### src/rtl/spi_flash_pkg.sv
// Shared constants for the SPI-flash read sequencer and its Wishbone access engine.
package spi_flash_pkg;

  localparam int unsigned BYTE_W = 8;

  localparam logic [1:0] REG_DATA = 2'd0;
  localparam logic [1:0] REG_CTRL = 2'd1;

  // Bit positions inside the status/control payload byte
  localparam int unsigned ST_SS       = 0;
  localparam int unsigned ST_RX_EMPTY = 1;
  localparam int unsigned ST_TX_FULL  = 2;

  localparam logic [3:0] SEL_BYTE3 = 4'b1000;

  typedef enum logic [2:0] {
    S_IDLE,
    S_SS_LO,
    S_TX,
    S_POLL,
    S_RX,
    S_OUT,
    S_SS_HI,
    S_DONE
  } state_e;

endpackage

### src/rtl/spi_wb_access.sv
// Single-access Wishbone master: one registered strobe per request, ack pulse on completion,
// and a forced idle cycle after every access so a toggling slave ack is never seen twice.
module spi_wb_access
  import spi_flash_pkg::*;
(
  input  logic               clk_i,
  input  logic               rst_ni,
  input  logic               req,
  input  logic               we,
  input  logic [1:0]         adr,
  input  logic [BYTE_W-1:0]  wr_byte,
  output logic               ack,
  output logic [BYTE_W-1:0]  rdata,
  output logic               m_cyc_o,
  output logic               m_stb_o,
  output logic [1:0]         m_adr_o,
  output logic               m_we_o,
  output logic [31:0]        m_dat_o,
  output logic [3:0]         m_sel_o,
  input  logic               m_ack_i,
  input  logic [31:0]        m_dat_i
);

  logic unused_dat;
  assign unused_dat = ^m_dat_i[23:0];

  assign m_sel_o = SEL_BYTE3;

  // ack doubles as the idle-cycle guard: the requester still holds req while it sees ack
  always_ff @(posedge clk_i or negedge rst_ni) begin
    if (!rst_ni) begin
      m_cyc_o <= 1'b0;
      m_stb_o <= 1'b0;
      m_we_o  <= 1'b0;
      m_adr_o <= '0;
      m_dat_o <= '0;
      ack     <= 1'b0;
      rdata   <= '0;
    end else begin
      ack <= 1'b0;
      if (m_stb_o) begin
        if (m_ack_i) begin
          m_cyc_o <= 1'b0;
          m_stb_o <= 1'b0;
          m_we_o  <= 1'b0;
          ack     <= 1'b1;
          rdata   <= m_dat_i[31:24];
        end
      end else if (req && !ack) begin
        m_cyc_o <= 1'b1;
        m_stb_o <= 1'b1;
        m_we_o  <= we;
        m_adr_o <= adr;
        m_dat_o <= {wr_byte, 24'h000000};
      end
    end
  end

endmodule

### src/rtl/spi_flash_reader.sv
// SPI-flash READ sequencer: drives wb_spi through chip select, command/address/dummy bytes,
// status polling and RX draining, streaming data bytes out with valid/ready.
module spi_flash_reader
  import spi_flash_pkg::*;
#(
  parameter logic [7:0]  CMD_READ   = 8'h03,
  parameter int unsigned ADDR_BYTES = 3,
  parameter int unsigned LEN_W      = 16,
  parameter int unsigned POLL_MAX   = 1023
) (
  input  logic             clk_i,
  input  logic             rst_ni,
  input  logic             start_i,
  input  logic [31:0]      addr_i,
  input  logic [LEN_W-1:0] len_i,
  output logic             busy_o,
  output logic             done_o,
  output logic             err_o,
  output logic [7:0]       dout_o,
  output logic             dout_valid_o,
  input  logic             dout_ready_i,
  output logic             m_cyc_o,
  output logic             m_stb_o,
  output logic [1:0]       m_adr_o,
  output logic             m_we_o,
  output logic [31:0]      m_dat_o,
  output logic [3:0]       m_sel_o,
  input  logic             m_ack_i,
  input  logic [31:0]      m_dat_i
);

  localparam int unsigned HDR_BYTES = 1 + ADDR_BYTES;
  localparam int unsigned HDR_W     = BYTE_W * HDR_BYTES;
  localparam int unsigned CNT_W     = LEN_W + 3;
  localparam int unsigned POLL_W    = $clog2(POLL_MAX + 1);

  state_e             state_q, state_d;
  logic [HDR_W-1:0]   hdr_q;
  logic [CNT_W-1:0]   rem_q;
  logic [LEN_W-1:0]   len_q;
  logic [POLL_W-1:0]  poll_q;

  logic               acc_req, acc_we, acc_ack;
  logic [1:0]         acc_adr;
  logic [BYTE_W-1:0]  acc_byte, acc_rdata;

  logic accept, data_phase, rx_empty, poll_last, out_fire;
  logic unused_addr;

  assign unused_addr = ^addr_i;
  assign accept      = (state_q == S_IDLE) && start_i;
  assign data_phase  = rem_q <= CNT_W'(len_q);
  assign rx_empty    = acc_rdata[ST_RX_EMPTY];
  assign poll_last   = poll_q == POLL_W'(POLL_MAX - 1);
  assign out_fire    = dout_valid_o && dout_ready_i;

  always_ff @(posedge clk_i or negedge rst_ni) begin
    if (!rst_ni) state_q <= S_IDLE;
    else         state_q <= state_d;
  end

  always_comb begin
    state_d = state_q;
    case (state_q)
      S_IDLE:  if (start_i) state_d = (len_i == '0) ? S_DONE : S_SS_LO;
      S_SS_LO: if (acc_ack) state_d = S_TX;
      S_TX:    if (acc_ack) state_d = S_POLL;
      S_POLL: begin
        if (acc_ack) begin
          if (!rx_empty)      state_d = S_RX;
          else if (poll_last) state_d = S_SS_HI;
        end
      end
      S_RX:    if (acc_ack) state_d = data_phase ? S_OUT : S_TX;
      S_OUT:   if (out_fire) state_d = (rem_q == CNT_W'(1)) ? S_SS_HI : S_TX;
      S_SS_HI: if (acc_ack) state_d = S_DONE;
      S_DONE:  state_d = S_IDLE;
      default: state_d = S_IDLE;
    endcase
  end

  // Bus request presented to the access engine for the current state
  always_comb begin
    acc_req  = 1'b0;
    acc_we   = 1'b0;
    acc_adr  = REG_DATA;
    acc_byte = '0;
    case (state_q)
      S_SS_LO: begin acc_req = 1'b1; acc_we = 1'b1; acc_adr = REG_CTRL; end
      S_TX: begin
        acc_req  = 1'b1;
        acc_we   = 1'b1;
        acc_byte = hdr_q[HDR_W-1 -: BYTE_W];
      end
      S_POLL: begin acc_req = 1'b1; acc_adr = REG_CTRL; end
      S_RX:   acc_req = 1'b1;
      S_SS_HI: begin
        acc_req         = 1'b1;
        acc_we          = 1'b1;
        acc_adr         = REG_CTRL;
        acc_byte[ST_SS] = 1'b1;
      end
      default: ;
    endcase
  end

  // Header shifts out MSB-first and refills with zeros, which become the dummy bytes
  always_ff @(posedge clk_i or negedge rst_ni) begin
    if (!rst_ni) begin
      busy_o       <= 1'b0;
      done_o       <= 1'b0;
      err_o        <= 1'b0;
      dout_o       <= '0;
      dout_valid_o <= 1'b0;
      hdr_q        <= '0;
      rem_q        <= '0;
      len_q        <= '0;
      poll_q       <= '0;
    end else begin
      busy_o <= state_d != S_IDLE;
      done_o <= state_d == S_DONE;
      if (accept) begin
        err_o <= 1'b0;
        len_q <= len_i;
        rem_q <= CNT_W'(len_i) + CNT_W'(HDR_BYTES);
        hdr_q <= {CMD_READ, addr_i[BYTE_W*ADDR_BYTES-1:0]};
      end
      case (state_q)
        S_TX: begin
          if (acc_ack) begin
            hdr_q  <= {hdr_q[HDR_W-BYTE_W-1:0], BYTE_W'(0)};
            poll_q <= '0;
          end
        end
        S_POLL: begin
          if (acc_ack && rx_empty) begin
            poll_q <= poll_q + POLL_W'(1);
            if (poll_last) begin
              err_o        <= 1'b1;
              dout_valid_o <= 1'b0;
            end
          end
        end
        S_RX: begin
          if (acc_ack) begin
            if (data_phase) begin
              dout_o       <= acc_rdata;
              dout_valid_o <= 1'b1;
            end else begin
              rem_q <= rem_q - CNT_W'(1);
            end
          end
        end
        S_OUT: begin
          if (out_fire) begin
            dout_valid_o <= 1'b0;
            rem_q        <= rem_q - CNT_W'(1);
          end
        end
        default: ;
      endcase
    end
  end

  spi_wb_access u_access (
    .clk_i   (clk_i),
    .rst_ni  (rst_ni),
    .req     (acc_req),
    .we      (acc_we),
    .adr     (acc_adr),
    .wr_byte (acc_byte),
    .ack     (acc_ack),
    .rdata   (acc_rdata),
    .m_cyc_o (m_cyc_o),
    .m_stb_o (m_stb_o),
    .m_adr_o (m_adr_o),
    .m_we_o  (m_we_o),
    .m_dat_o (m_dat_o),
    .m_sel_o (m_sel_o),
    .m_ack_i (m_ack_i),
    .m_dat_i (m_dat_i)
  );

endmodule

### config.mk
export PLATFORM = sky130hd
export DESIGN_NAME = spi_flash_reader
export DESIGN_NICKNAME = d
export VERILOG_FILES = /design/src/rtl/spi_flash_pkg.sv /design/src/rtl/spi_wb_access.sv /design/src/rtl/spi_flash_reader.sv
export SDC_FILE = /design/constraint.sdc
export NUM_CORES = 1
export LEC_CHECK = 0
export ABC_AREA = 1
export CORE_MARGIN = 2
export CORE_UTILIZATION = 44
export DETAILED_ROUTE_END_ITERATION = 16
export PLACE_DENSITY = 0.74
export SYNTH_ARGS = -nofsm -noshare
export SYNTH_HDL_FRONTEND = slang
export SYNTH_HIERARCHICAL = 1
export SYNTH_SLANG_ARGS = --single-unit
### constraint.sdc
create_clock -name clk_i -period 4.8 [get_ports clk_i]
set_input_delay 0.96 -clock clk_i [delete_from_list [all_inputs] [get_ports clk_i]]
set_output_delay 0.96 -clock clk_i [all_outputs]
set_load 0.02 [all_outputs]
# After elaboration in Yosys (flattened, before gate mapping)
# Index checks and enable logic that the tools add are counted.
# op_classes
n_addsub	3
n_mul	0
n_div	0
magnitude_cmp	1
n_eq_ne	17
n_shift	0
mux	49
bitwise	1
reduce_logical	20
# op_table
op	n
32-bit 2-to-1 mux	3
19-bit 2-to-1 mux	4
19-bit case mux with 2 select lines	1
3-bit 2-to-1 mux	12
3-bit case mux with 8 select lines	1
1-bit 2-to-1 mux	22
10-bit 2-to-1 mux	2
10-bit case mux with 2 select lines	1
19-bit by 1-bit equality test with 1-bit output, second input constant	1
19-bit by 16-bit less-or-equal comparator with 1-bit output	1
19-bit by 1-bit subtractor with 19-bit output, second input constant	1
16-bit by 3-bit adder with 17-bit output, second input constant	1
16-bit zero test	1
3-bit equality test, second input constant	5
10-bit by 1-bit adder with 10-bit output, second input constant	1
10-bit equality test, second input constant	1
2-bit inequality test, second input constant	5
7-bit 2-to-1 mux	1
3-bit by 2-bit equality test with 1-bit output, second input constant	2
2-bit AND reduction	3
3-bit AND reduction	2
6-bit AND reduction	1
3-bit nonzero test	2
3-bit OR reduction	2
other kinds (10)	15
# totals
ff_bits	114
latch_bits	0
mem_bits_rw	0
rom_bits	0
in_bits	85
elab_cells	108
n_memories	0

# Depth between registers and ports, before layout
# Gate-level depths: netlist of run 1.
# logic_depth
ltp_word	6
ltp_mapped	16
depth_no_buf	15

# Cells and area by module
# The synthesis of run 1 kept the hierarchy.
# modules_own_cells
module	instances	cells_each	area_per_inst_um2	seq_area_each_um2
spi_flash_reader	1	678	5287.6	2302.2
spi_wb_access	1	123	1084.8	550.5

# Worst setup path after synthesis of run 1
# No wires, ideal clock.
# synth_timing
kind	input-to-reg
startpoint	input len_i[2]
endpoint	register rem_q[12]
arrival_ns	1.991
required_time_ns	4.677
slack_ns	2.686
cell_stages	10
n_path_buf	0
path_cell_list	ha_1 nand3_1 nor2_1 inv_1 nor2_2 nand3_1 o21ai_0 o31ai_1 nand2_1 o21ai_1
# synth_via
elab_chain_cells	5
elab_cells_between_ends	6
cone_classes	add/sub (1); mux (5)
# synth_lines
element	line	source
start: declaration	spi_flash_reader.sv:15	input logic [LEN_W-1:0] len_i,
16-bit by 3-bit adder with 17-bit output (*)	spi_flash_reader.sv:125	rem_q <= CNT_W'(len_i) + CNT_W'(HDR_BYTES);
19-bit 2-to-1 mux (*)	spi_flash_reader.sv:122	if (accept) begin
19-bit 2-to-1 mux	spi_flash_reader.sv:146	if (data_phase) begin
19-bit 2-to-1 mux	spi_flash_reader.sv:145	if (acc_ack) begin
19-bit case mux with 2 select lines (*)	spi_flash_reader.sv:128	case (state_q)
end signal: assignment	spi_flash_reader.sv:125	
end signal: assignment	spi_flash_reader.sv:150	rem_q <= rem_q - CNT_W'(1);
end signal: assignment	spi_flash_reader.sv:157	rem_q <= rem_q - CNT_W'(1);
end: declaration	spi_flash_reader.sv:39	logic [CNT_W-1:0] rem_q;
# Every way passes the cells marked *; elsewhere a longest branch is shown, timed or not.
# A chain may end at the register's enable or synchronous reset.

# Final worst setup path of run 1
# layout_timing
startpoint	input len_i[2]
endpoint	register rem_q[16]
# The elaborated chain is that of the path after synthesis.

==> flow_summary.json, run 1 <==
{
  "status": "finished, final reports clean",
  "synth_edf_count": 0,
  "finalSetupTns_ps": 0,
  "dr.pass1.iters": 5,
  "ys_types": 42,
  "drive_above_1_share": 0.0812,
  "synth_area_um2": 6370,
  "cp_slowest_cell": "clkdlybuf4s50_1",
  "clk_latency_ps": 420,
  "clk_path_buf_depth": 2,
  "post-cts-setup-buffer-count": 0,
  "finalClockSkew_ps": 7.78,
  "p_sw_mw": 1.85,
  "diodes": 0,
  "cts_tree": "built",
  "worst_slew_pin_slew_ps": 950,
  "combPwrFrac": 0.388,
  "coreArea_um2": 14000,
  "htreeDepth": 4,
  "fmaxAchievable_mhz": 385,
  "min_period_over_period": 0.541,
  "fp.dieH_um": 124,
  "maxCapViolCount": 0,
  "wl_per_cell_um": 13.5,
  "seq_area_frac_synth": 0.448,
  "swShare": 0.395,
  "grt_pass1_vias": 5199,
  "cts.reportedPaths.clkPinSlew_ps": 50,
  "start_kind": "input pin",
  "crit_path_max_fanout": 4,
  "syn_to_final_growth_pct": 21.6,
  "cts_root_buf": "clkbuf_16",
  "ys_seq_elements": 114,
  "antenna_left": 0,
  "cp-end-kind": "flop",
  "finalNetCount": 982,
  "drv_slew": 0,
  "power.internal_mw": 2.83,
  "dp.final_hpwl_mm": 10.1,
  "ios": 138,
  "cp.arrival_ps": 2930,
  "die_w_um": 124,
  "dp_worst_setup_slack_ps": 1750,
  "post_cts_resized": 0,
  "grt-ovfl-total": 0,
  "grt_antenna_before_repair": 0,
  "detail_route.iter0.violations": 395,
  "synth_warnings": 6,
  "grt_max_degree": 61,
  "clkPwrFrac": 0.273,
  "post-route-min-period_ps": 2600,
  "relSlewSlack": 0.366,
  "grt_pass1_wl_mm": 24.7,
  "critPathMaxStageDelay_ps": 510,
  "syn_inst": 801,
  "fin_ws_ps": 2200,
  "synth-main-ff-cell": "dfrtp_1",
  "portBuffers": 77,
  "fillCellCount": 1307,
  "place_inst": 1036,
  "rsz0062_at_grt": "false",
  "fp.dieArea_um2": 15500,
  "viasPerCell": 5.02,
  "peakVddDrop_v": 0.000316,
  "wirelength_mm": 14.4,
  "synth_top_area_share": 0.448,
  "hold_viol": 0,
  "initial_core_util": 0.456,
  "vias": 5358,
  "synthArstFlopShare": 1.00,
  "grt_usage": 0.194,
  "required_ps": 5130,
  "fp-row-count": 43,
  "fin_cells": 1067,
  "seqPwrFrac": 0.339,
  "synth_top_area_cell": "dfrtp_1",
  "route.detailed.drc": 0,
  "ys_top_cells_by_area": "dfrtp_1, nand2_1, o21ai_0, inv_1, ha_1",
  "syn_avg_cell_area_um2": 7.96,
  "cts-buffers-inserted": 17,
  "path_class": "input pin to flop",
  "cts_hold_buf": 0,
  "cellLeakagePower_nw": 3.71,
  "setup_viol": 0,
  "routabilityCongestion": 0.829,
  "clkSinkCount": 114,
  "worstPathCellList": "clkdlybuf4s50_1, ha_1, nand3_1, nor2_1, inv_1, nor2_2, nand3_1, nor3_2, nand2_1, o21ai_0, nand2_1, o21ai_1",
  "hold_class": "flop to flop",
  "p_per_area_nw_per_um2": 604
}
## power groups by stage
stage                     Combinational, mW  Clock [mW]  Sequential, mW
after floorplan                        1.35           0            1.59
after global routing                   2.08        1.35            1.63
final                                  1.81        1.28            1.59
after CTS                              1.82        1.30            1.59
after detailed placement               1.81           0            1.60
after global placement                 1.76           0            1.59
## cell usage in the layout (no fill, tap or decap), drive strengths merged, types with 2 or more instances in the layout
master | synthesis | final
buf | 46 | 5
o21ai | 88 | 88
clkinv | 1 | 4
a21oi | 24 | 24
dfrtp | 114 | 114
xor2 | 18 | 18
nand4 | 21 | 21
nor3 | 15 | 15
o211ai | 3 | 3
clkbuf | 6 | 18
clkinvlp | 0 | 5
conb | 3 | 29
o22ai | 11 | 11
a211oi | 2 | 2
o2111ai | 3 | 3
ha | 22 | 22
o31ai | 3 | 3
a31oi | 2 | 2
nand2 | 204 | 204
clkdlybuf4s50 | 0 | 76
nand3 | 36 | 36
bufinv | 0 | 3
nor2 | 75 | 75
xnor2 | 3 | 3
inv | 95 | 97
## cell usage after synthesis (4+ instances only)
cell type,instances
a21oi_1,23
buf_2,13
buf_4,28
buf_6,4
clkbuf_1,6
dfrtp_1,114
ha_1,22
inv_1,86
inv_2,9
nand2_1,197
nand2_2,5
nand3_1,32
nand4_1,20
nor2_1,66
nor2_2,6
nor3_1,13
o21ai_0,72
o21ai_1,16
o22ai_1,11
xor2_1,18
## layer usage
| layer | part of all wire | GRT usage | vias up |
|---|---|---|---|
| met4 | 0.013 | 0.0674 | 0 |
| met3 | 0.047 | 0.0468 | 21 |
| met5 | 0 | 0 | - |
| li1 | - | - | 2689 |
| met2 | 0.49 | 0.308 | 132 |
| met1 | 0.45 | 0.260 | 2516 |
## per-stage QoR
step                 util  hold WS, ps  cell area [µm²]  total power [mW]
floorplan               -          442             6470              2.94
global placement    0.511          450             7150              3.35
detailed placement  0.511          453             7150              3.40
CTS                 0.554          464             7750              4.71
global route        0.554          478             7750              5.05
finish              0.554          462             7750              4.68
## layout make-up
cell class	instances	area (µm²)	share of cell area
Multi-Input combinational cell	565	2910	0.376
Sequential cell	114	2850	0.368
Timing Repair Buffer	81	798	0.103
Clock buffer	18	439	0.0567
Inverter	96	360	0.0465
Tap cell	180	225	0.0291
Clock inverter	13	160	0.0207
## worst max-delay path, delay by kind of cell
kind,cells,cell delay [ps]
compound gates,2,180
fa+ha+maj,1,200
simple gates,7,990
buf+inv,2,600
## state kept, by name, indices dropped and copies added, names as in the netlist
name and cells:
state_q 3, u_access/m_dat_o 8, hdr_q 32, dout_valid_o 1
u_access/m_adr_o 2, u_access/m_stb_o 1, rem_q 19, u_access/rdata 8
u_access/m_cyc_o 1, len_q 16, dout_o 8, done_o 1
busy_o 1, u_access/m_we_o 1, poll_q 10, err_o 1
u_access/ack 1
## cell families after synthesis
| logic type | count (synthesis) | share of synthesized area |
|---|---|---|
| simple gates | 355 | 0.250 |
| xor+xnor | 21 | 0.0289 |
| fa+ha+maj | 22 | 0.0432 |
| buf+inv | 148 | 0.111 |
| other cells | 3 | 0.00177 |
| compound gates | 138 | 0.117 |
| flops | 114 | 0.448 |
## final timing paths
kind / end / slack [ps] / from / cells past startpoint
max in group asynchronous: len_q[15] / 3320 / rst_ni / 2
min in group asynchronous: hdr_q[15] / 490 / rst_ni / 1
min: dout_o[7] / 460 / u_access/rdata[7] / 2
max reg2reg: hdr_q[28] / 2480 / state_q[1] / 8
max: rem_q[16] / 2200 / len_i[2] / 12
min reg2reg: dout_o[7] / 460 / u_access/rdata[7] / 2
No activity file was read; power rests on OpenSTA's default activity.
==> run 2: changes to the inputs <==
==> constraint.sdc (replaced) <==
create_clock -name clk_i -period 2.48 [get_ports clk_i]
set_input_delay 0.496 -clock clk_i [delete_from_list [all_inputs] [get_ports clk_i]]
set_output_delay 0.496 -clock clk_i [all_outputs]
set_load 0.02 [all_outputs]
==> run 2 against run 1 <==
Compared with the run above:
- die area unchanged
- sequential share of layout area down 0.30 points
- clock skew up 2.4 ps
- core utilization up 0.45 points
- first-iteration DRC count down 4.6%
- clock-buffer cell count unchanged
- non-clock buffer count up 6
- clock power up 91%
- critical path depth unchanged
==> flow_summary.json, run 2 (synthesis results as in run 1) <==
{
  "stdcell_area_um2": 7810,
  "worst_slew_pin_slew_ps": 613,
  "dr.pass1.iters": 5,
  "route.detailed.drc": 0,
  "fin_cells": 1074,
  "cp-end-kind": "flop",
  "dpl_cell_area_um2": 7220,
  "die_w_um": 124,
  "relSlewSlack": 0.591,
  "dp.final_hpwl_mm": 10.0,
  "rr_worst_depth": 12,
  "largest_reg_flops": 32,
  "fp.dieH_um": 124,
  "crit_end": "rem_q[14]",
  "cp_slowest_cell": "dfrtp_1",
  "setup_viol": 0,
  "vias": 5364,
  "post-route-min-period_ps": 2180,
  "worstPathCellList": "ha_1, nand2_1, nor2_1, nand2_1, nor2_1, a21oi_2, nand2_2, nand3_2, nand2_2, nand2_4, nand2_1, o21ai_0",
  "drv_slew": 0,
  "wl_per_cell_um": 13.2,
  "detail_route.iter0.violations": 377,
  "place_inst": 1042,
  "min_period_over_period": 0.879,
  "portBuffers": 77,
  "final_common_cell": "nand2_1",
  "total_power_mw": 9.07,
  "critPathLaunch": "rem_q[4]",
  "cts_hold_buf": 0,
  "clk_latency_ps": 430,
  "clk_path_buf_depth": 2,
  "critical_path.top_delay_family": "simple AND/OR/NAND/NOR gates",
  "htreeDepth": 4,
  "fp.dieArea_um2": 15500,
  "fp-row-count": 43,
  "grt_max_degree": 115,
  "peakVddDrop_v": 0.000625,
  "initial_core_util": 0.456,
  "path_buf_inv": 0,
  "post_cts_resized": 0,
  "finalSetupTns_ps": 0,
  "wirelength_mm": 14.2,
  "cp.arrival_ps": 2470,
  "antenna_left": 0,
  "path_common_cell": "nand2_1",
  "grt_pass1_wl_mm": 24.3,
  "required_ps": 2770,
  "cts-buffers-inserted": 17,
  "reg2reg_from": "rem_q[4]",
  "post-cts-setup-buffer-count": 0,
  "largest_registers": "hdr_q: 32 flops, rem_q: 19 flops, len_q: 16 flops",
  "cellLeakagePower_nw": 3.75,
  "finalClockSkew_ps": 10.1,
  "hold_viol": 0,
  "clkSinkCount": 114,
  "start_kind": "flop",
  "layout_common_cells": "nand2_1, dfrtp_1, inv_1",
  "fmaxAchievable_mhz": 459,
  "fin_ws_ps": 300,
  "critPathMaxStageDelay_ps": 440,
  "r2r_slack_ps": 300,
  "rsz0062_at_grt": "false",
  "regMostFlops": "hdr_q",
  "grt_usage": 0.192,
  "grt_pass1_vias": 5033,
  "status": "finished, final reports clean",
  "viasPerCell": 4.99,
  "cts.reportedPaths.clkPinSlew_ps": 60,
  "p_per_area_nw_per_um2": 1160,
  "grt_antenna_before_repair": 0,
  "hold_slack_ps": 145,
  "path_class": "flop to flop",
  "fillCellCount": 1272,
  "cts_tree": "built",
  "dp_worst_setup_slack_ps": 62.6,
  "coreArea_um2": 14000,
  "crit_path_max_fanout": 33,
  "post-route-util": 0.558,
  "reg2reg_to": "rem_q[14]",
  "grt-ovfl-total": 0,
  "syn_to_final_growth_pct": 22.5,
  "routabilityCongestion": 0.856,
  "cts_root_buf": "clkbuf_16",
  "ios": 138,
  "drive_above_1_share": 0.0884,
  "hold_class": "input pin to asynchronous set/reset pin",
  "path_depth": 12,
  "diodes": 0,
  "maxCapViolCount": 0,
  "finalNetCount": 988
}
-- run 2: metal layers --
metal	wire (µm)	vias up	GRT usage
met1	6510	2499	0.260
met2	6850	131	0.302
met4	208	0	0.0562
li1	-	2715	-
met5	0	-	0
met3	651	19	0.0528
-- run 2: final cells by class --
cell class	count	area (µm²)	area share
inverters	96	360	0.0461
repair buffers	87	868	0.111
clock buffers	18	439	0.0562
flip-flops and latches	114	2850	0.365
multi-input cells	565	2910	0.373
clock inverters	14	153	0.0195
well taps	180	225	0.0288
-- run 2: report_power, final --
part           leakage, nW  switching, mW  total (mW)  internal [mW]
Clock                0.280          0.932        2.45           1.51
Combinational         2.05           2.21        3.56           1.35
Sequential            1.41          0.480        3.06           2.58
-- run 2: worst min-delay path by stage --
stage,endpoint,slack (ps),cells after the start
CTS,hdr_q[6],190,2
detailed placement,dout_o[3],460,2
floorplan,busy_o,200,0
finish,hdr_q[18],150,2
global route,hdr_q[6],210,2
global placement,dout_o[7],450,2
-- run 2: worst register-to-register path: stages (launching register included) --
cell	delay, ps
dfrtp_1	440
ha_1	320
nand2_1	60
nor2_1	180
nand2_1	80
nor2_1	120
a21oi_2	70
nand2_2	110
nand3_2	70
nand2_2	130
nand2_4	220
nand2_1	150
o21ai_0	90
